$ cat src/rtl/xif_core_offload.sv
// XIF offload front-end: hands one instruction at a time to a coprocessor,
// tracks outstanding IDs and routes results to the register file.
module xif_core_offload #(
  parameter int X_ID_WIDTH = 4,
  parameter int X_NUM_RS   = 2,
  parameter int XLEN       = 32
) (
  input  logic                       clk,
  input  logic                       rst_n,
  input  logic                       instr_valid,
  output logic                       instr_ready,
  input  logic [31:0]                instr_data,
  input  logic [X_NUM_RS*XLEN-1:0]   instr_rs,
  input  logic                       flush,
  output logic                       issue_valid,
  input  logic                       issue_ready,
  output logic [31:0]                issue_instr,
  output logic [1:0]                 issue_mode,
  output logic [X_ID_WIDTH-1:0]      issue_id,
  output logic [X_NUM_RS*XLEN-1:0]   issue_rs,
  output logic [X_NUM_RS-1:0]        issue_rs_valid,
  output logic [5:0]                 issue_ecs,
  output logic                       issue_ecs_valid,
  input  logic                       issue_accept,
  input  logic                       issue_writeback,
  output logic                       commit_valid,
  output logic [X_ID_WIDTH-1:0]      commit_id,
  output logic                       commit_kill,
  input  logic                       result_valid,
  output logic                       result_ready,
  input  logic [X_ID_WIDTH-1:0]      result_id,
  input  logic [XLEN-1:0]            result_data,
  input  logic [4:0]                 result_rd,
  input  logic                       result_we,
  input  logic                       result_exc,
  input  logic [5:0]                 result_exccode,
  output logic                       rf_we,
  output logic [4:0]                 rf_waddr,
  output logic [XLEN-1:0]            rf_wdata,
  output logic                       exc_valid,
  output logic [5:0]                 exc_code,
  output logic [X_ID_WIDTH-1:0]      exc_id,
  output logic                       illegal_instr,
  output logic                       spurious_result,
  output logic                       busy
);

  localparam int NID = 1 << X_ID_WIDTH;
  localparam int RSW = X_NUM_RS * XLEN;

  typedef enum logic [1:0] {
    IDLE,
    ISSUE,
    COMMIT
  } state_t;

  state_t state;
  state_t state_nx;

  logic                  live;
  logic [31:0]           instr_q;
  logic [RSW-1:0]        rs_q;
  logic [X_ID_WIDTH-1:0] id_q;
  logic [X_ID_WIDTH-1:0] next_id;
  logic [NID-1:0]        outstanding;
  logic [NID-1:0]        out_set;
  logic [NID-1:0]        out_clr;

  logic take;
  logic acc;
  logic rej;
  logic in_commit;
  logic res_spur;
  logic res_hit;
  logic res_wr;
  logic res_exc;
  logic unused_wb;

  assign issue_mode      = 2'b11;
  assign issue_ecs       = 6'b0;
  assign issue_ecs_valid = 1'b1;
  assign result_ready    = 1'b1;
  assign unused_wb       = issue_writeback;

  assign take      = instr_valid && instr_ready;
  assign acc       = (state == ISSUE) && issue_ready && issue_accept;
  assign rej       = (state == ISSUE) && issue_ready && !issue_accept;
  assign in_commit = (state == COMMIT);

  // a result racing its own commit is treated as not yet legitimate
  assign res_spur = result_valid &&
                    (!outstanding[result_id] ||
                     (in_commit && (result_id == id_q)));
  assign res_hit  = result_valid && !res_spur;
  assign res_wr   = res_hit && result_we && !result_exc && (|result_rd);
  assign res_exc  = res_hit && result_exc;

  always_ff @(posedge clk or negedge rst_n) begin
    if (!rst_n) begin
      state <= IDLE;
    end else begin
      state <= state_nx;
    end
  end

  always_comb begin
    state_nx = state;
    unique case (state)
      IDLE: begin
        if (take) state_nx = ISSUE;
      end
      ISSUE: begin
        if (issue_ready) begin
          state_nx = issue_accept ? COMMIT : IDLE;
        end
      end
      COMMIT: begin
        state_nx = IDLE;
      end
      default: begin
        state_nx = IDLE;
      end
    endcase
  end

  always_comb begin
    instr_ready    = 1'b0;
    issue_valid    = 1'b0;
    issue_instr    = '0;
    issue_id       = '0;
    issue_rs       = '0;
    issue_rs_valid = '0;
    commit_valid   = 1'b0;
    commit_id      = '0;
    commit_kill    = 1'b0;
    busy           = (state != IDLE) || (|outstanding);
    unique case (state)
      IDLE: begin
        instr_ready = live && !outstanding[next_id];
      end
      ISSUE: begin
        issue_valid    = 1'b1;
        issue_instr    = instr_q;
        issue_id       = id_q;
        issue_rs       = rs_q;
        issue_rs_valid = '1;
      end
      COMMIT: begin
        commit_valid = 1'b1;
        commit_id    = id_q;
        commit_kill  = flush;
      end
      default: begin
        busy = 1'b1;
      end
    endcase
  end

  always_ff @(posedge clk or negedge rst_n) begin
    if (!rst_n) begin
      instr_q <= '0;
      rs_q    <= '0;
      id_q    <= '0;
    end else if (take) begin
      instr_q <= instr_data;
      rs_q    <= instr_rs;
      id_q    <= next_id;
    end
  end

  always_ff @(posedge clk or negedge rst_n) begin
    if (!rst_n) begin
      next_id <= '0;
      live    <= 1'b0;
    end else begin
      live <= 1'b1;
      if (in_commit) next_id <= next_id + X_ID_WIDTH'(1);
    end
  end

  // set and clear target different IDs by construction
  always_comb begin
    out_set = '0;
    out_clr = '0;
    if (acc) out_set[id_q] = 1'b1;
    if (in_commit && flush) out_clr[id_q] = 1'b1;
    if (res_hit) out_clr[result_id] = 1'b1;
  end

  always_ff @(posedge clk or negedge rst_n) begin
    if (!rst_n) begin
      outstanding <= '0;
    end else begin
      outstanding <= (outstanding | out_set) & ~out_clr;
    end
  end

  always_ff @(posedge clk or negedge rst_n) begin
    if (!rst_n) begin
      rf_we    <= 1'b0;
      rf_waddr <= '0;
      rf_wdata <= '0;
    end else begin
      rf_we <= res_wr;
      if (res_wr) begin
        rf_waddr <= result_rd;
        rf_wdata <= result_data;
      end
    end
  end

  always_ff @(posedge clk or negedge rst_n) begin
    if (!rst_n) begin
      exc_valid <= 1'b0;
      exc_code  <= '0;
      exc_id    <= '0;
    end else begin
      exc_valid <= res_exc;
      if (res_exc) begin
        exc_code <= result_exccode;
        exc_id   <= result_id;
      end
    end
  end

  always_ff @(posedge clk or negedge rst_n) begin
    if (!rst_n) begin
      illegal_instr   <= 1'b0;
      spurious_result <= 1'b0;
    end else begin
      illegal_instr   <= rej;
      spurious_result <= res_spur;
    end
  end

endmodule

$ cat config.mk
export PLATFORM = sky130hd
export DESIGN_NAME = xif_core_offload
export DESIGN_NICKNAME = d
export VERILOG_FILES = /design/src/rtl/xif_core_offload.sv
export SDC_FILE = /design/constraint.sdc
export NUM_CORES = 1
export LEC_CHECK = 0
export BUFFER_PORTS_ARGS = -buffer_cell sky130_fd_sc_hd__buf_2
export CAP_MARGIN = 20
export CORE_MARGIN = 3
export CORE_UTILIZATION = 44
export CTS_CLUSTER_DIAMETER = 40
export DETAILED_ROUTE_END_ITERATION = 12
export PLACE_DENSITY = 0.77
export SLEW_MARGIN = 20
export SYNTH_ARGS = -nofsm -noshare
export SYNTH_HDL_FRONTEND = slang
export SYNTH_SLANG_ARGS = --single-unit
$ cat constraint.sdc
create_clock -name clk -period 2.24 [get_ports clk]
set_input_delay 0.224 -clock clk [delete_from_list [all_inputs] [get_ports clk]]
set_output_delay 0.224 -clock clk [all_outputs]
set_load 0.1 [all_outputs]
==> impl.org <==
** Route
- Routed Antenna Nets :: 0
- Wirelength, routed :: between 20000 and 25000 um
- Starting DRT DRC Count :: 346
- Remaining design rule violation count :: 0
- Avg Vias per Cell :: around 5.3
- Routed wirelength normalized by instance count :: between 20 and 25 um
- The final route contains 6272 vias.
- The pre-antenna-repair detailed-routing pass consisted of 5 iterations.

** STA
- Final WS setup :: -189 ps
- Max Freq :: between 400 and 500 MHz
- The final-report hold violation count is 0.
- At the pin with the least slew margin, the transition time is 715 ps.
- Period utilisation layout :: 108%
- The number of max-slew violations in the final report came to 0.
- Headroom to the max-slew limit came out at between 50% and 60%.
- On the final layout, the worst clock skew is 18.4 ps.
- Final setup violation count :: 6
- Setup repair after global routing could not meet its margin everywhere.
- Subtracting the final worst setup slack from the clock period gives 2430 ps.

** Final layout
- From synthesis to final layout, the design area changed by 56.9%.
- After filler insertion, the fill cell instance count of the layout stands at 1134.
- Post-layout instance area :: roughly 12000 sq um
- Ratio of cells with drive above 1 in the final layout :: 59.5%
- Final net count :: 1102
- The finished layout holds roughly 1200 standard cells, fillers aside.
- Most frequent standard cell in the layout excluding fill and tap cells :: buf_2
- Most frequent cells in the layout :: buf_2, dfrtp_1, mux2_4, and2_1, buf_12
- Once layout is complete, the utilization of the core stands at between 70% and 80%.

** GRT
- Initial antenna violation count :: 3
- Pin count of the biggest net entering global routing :: between 50 and 60
- The number of global-route vias before repair was roughly 6500.
- The first global-routing pass estimated around 35000 um of wire.
- Overall track demand over capacity in global routing :: a little under a quarter
- After global routing the overflow that remains totals 0.

** Status
- Violated checks :: setup timing
- Result of the run :: finished, violations left

** Yosys
- Counting distinct cell types in the post-synthesis netlist gives 42.
- Average footprint of a synthesized cell :: roughly 13 sq um
- The Yosys step of the flow raised 0 warnings.
- In this run the cell area of the synthesized design comes to between 7000 and 8000 sq um.
- Mapped Cells :: about 600
- Summing the sequential cell areas from Yosys gives between 50% and 60% of the chip area.
- In this run, synthesis produced a sequential element count of around 170.

** CTS
- Total number of clock tree sinks :: between 150 and 200
- Count of H-tree levels built during CTS :: 4
- The tree is rooted in a clkbuf_16.
- TritonCTS built the clock tree.
- The clock passes through at most 2 buffers.
- In this run, CTS created clock tree buffers numbering 17.
- The later pin in the worst-skew pair is clocked with a latency of around 430 ps.
- Clock-pin slew was measured on the worst setup and hold paths at ~80 ps.

** Critical path
- Category of the worst setup path capture point :: output pin
- Req. time, crit path :: 2020 ps
- The worst register-to-register path begins at next_id[0].
- Traced cell by cell, the critical path runs through mux4_2 -> mux4_2 -> nor2_4 -> buf_12.
- For this design, the slowest cell found on the critical path is mux4_2.
- For this run, the slowest stage of the critical path takes between 500 and 600 ps.
- The worst setup path is of the flip-flop to output pin kind.
- STA classifies the critical path startpoint as a flip-flop.
- Critical Path Most Common Cell :: mux4_2
- Register-to-register setup slack :: -10 ps
- Maximum fanout count along the critical path :: 5
- Data arrives at the worst endpoint at approximately 2200 ps.
- Worst Setup SP :: next_id[0]
- FF-to-FF End :: rs_q[8]
- The number of cells on the worst reg-to-reg path is 7.
- The most critical setup path has its endpoint at instr_ready.

** Floorplanning
- Initial Util :: a little under half
- From bottom edge to top edge, the die measures approximately 140 um.
- Top-level port count :: roughly 330
- Core Region :: around 17000 sq um
- Measured along the x axis, the die boundary spans roughly 140 um.
- The floorplan step defined a die boundary enclosing 19700 sq um.
- Rows :: 48

** Placement
- OpenSTA, run right after detailed placement, puts the worst setup slack at -72.5 ps.
- Placer congestion estimate :: about 0.94
- Once placement completed, the tool counted placed cells totaling 1136.
- Detailed Place HPWL :: between 15000 and 20000 um
- Cell area reported after detailed placement :: between 10000 and 15000 sq um
- Number of I/O port buffers :: 313

** Run
- Max-cap violations :: 0

** Min path
- The tightest min-delay check is of the input port to flip-flop type.
[Yosys cell counts]
master,n,area (sq um)
dfrtp_1,174,4350
mux2_2,128,1440
and2_1,106,663
mux2_4,19,285
clkbuf_1,17,63.8
a21oi_1,16,80.1
a221oi_1,15,131
buf_2,15,75.1
buf_4,12,90.1
nand2_1,10,37.5
mux4_2,9,203
nor2_1,9,33.8
nor4_1,8,50.1
and3_1,5,31.3
buf_6,5,56.3
nor2b_1,5,31.3
inv_1,4,15.0
xor2_1,4,35.0
buf_1,3,11.3
nand2b_1,3,18.8
nand3_1,3,15.0
nor3_1,3,15.0
nor3b_1,3,22.5
xnor2_1,3,26.3
a21o_1,2,15.0
conb_1,2,7.51
mux2i_1,2,20.0
nand3b_1,2,15.0
a22oi_1,1,7.51
a31oi_1,1,6.26
and3_4,1,11.3
and3b_1,1,8.76
ha_1,1,12.5
nand4_1,1,6.26
nand4b_1,1,8.76
nor4b_1,1,8.76
o21a_1,1,7.51
o21ai_0,1,5.00
o21bai_1,1,7.51
or3_1,1,6.26
or3_4,1,11.3
or4_1,1,7.51
[worst min-delay path by stage]
| stage | from | endpoint | slack (ps) | cells after the start |
|---|---|---|---|---|
| finish | instr_rs[19] | rs_q[19] | 20 | 2 |
| global route | result_data[21] | rf_wdata[21] | 5 | 2 |
| CTS | issue_accept | illegal_instr | 3 | 2 |
| detailed placement | rst_n | rf_wdata[28] | 220 | 1 |
| global placement | rst_n | rf_wdata[26] | 220 | 1 |
| floorplan | rst_n | exc_code[0] | -70 | 0 |
[state kept, by name (all words and copies together) (netlist names)]
| name | flops |
|---|---|
| rf_we | 1 |
| illegal_instr | 1 |
| exc_valid | 1 |
| id_q | 4 |
| spurious_result | 1 |
| next_id | 4 |
| exc_code | 6 |
| state | 2 |
| live | 1 |
| rs_q | 64 |
| instr_q | 32 |
| exc_id | 4 |
| rf_wdata | 32 |
| outstanding | 16 |
| rf_waddr | 5 |
[through the flow]
stage	TNS [ps]	hold WS [ps]
after global placement	-963	217
after floorplan	-301	-71.6
after global routing	-6190	4.79
final	-202	21.9
after CTS	-332	3.05
after detailed placement	-2720	224
[per-layer routing]
metal | track usage, % | part of all wire, % | up-vias | wire length, um
met5 | 0 | 0 | - | 0
met3 | 6.49 | 6.6 | 52 | 1630
met4 | 8.98 | 3.4 | 0 | 836
met1 | 26.0 | 38 | 3160 | 9480
li1 | - | - | 2768 | -
met2 | 39.9 | 52 | 292 | 12800
[worst max-delay path: cells and delay by family, from the launching register on]
family / cells / cell delay, ps
multiplexers: 2 / 1050
flip-flops: 1 / 440
buffers and inverters: 1 / 180
AND/OR/NAND/NOR: 1 / 120
[layout make-up]
class,instances,area [sq um],share of cell area (%)
antenna,2,5.00,0.0401
clock buffer,17,425,3.41
tap,225,282,2.25
inverter,4,20.0,0.160
multi-input combinational,380,3740,29.9
sequential,174,4360,34.9
timing repair buffer,371,3490,27.9
clock inverter,15,173,1.38
[repair_timing]
item                       4_1_cts  5_1_grt
cloned                           4        8
hold endpoints to repair        51        0
setup endpoints to repair      121      184
resized for setup               34      122
buffers inserted                 5        0
pin swaps                        1        2
hold buffers                     1        0
[cells by family after synthesis]
logic type | count (synthesis) | share of synthesized area, %
AOI/OAI and AO/OA | 38 | 3.27
xor gates and xnor gates | 7 | 0.770
adders and majority gates | 1 | 0.157
buffers and inverters | 56 | 3.91
DFF | 174 | 54.7
muxes | 158 | 24.5
other | 2 | 0.0944
and+or+nand+nor | 165 | 12.6
Power is not shown: default switching activity piles up to over one toggle a cycle in this logic, so the estimate is an artifact.
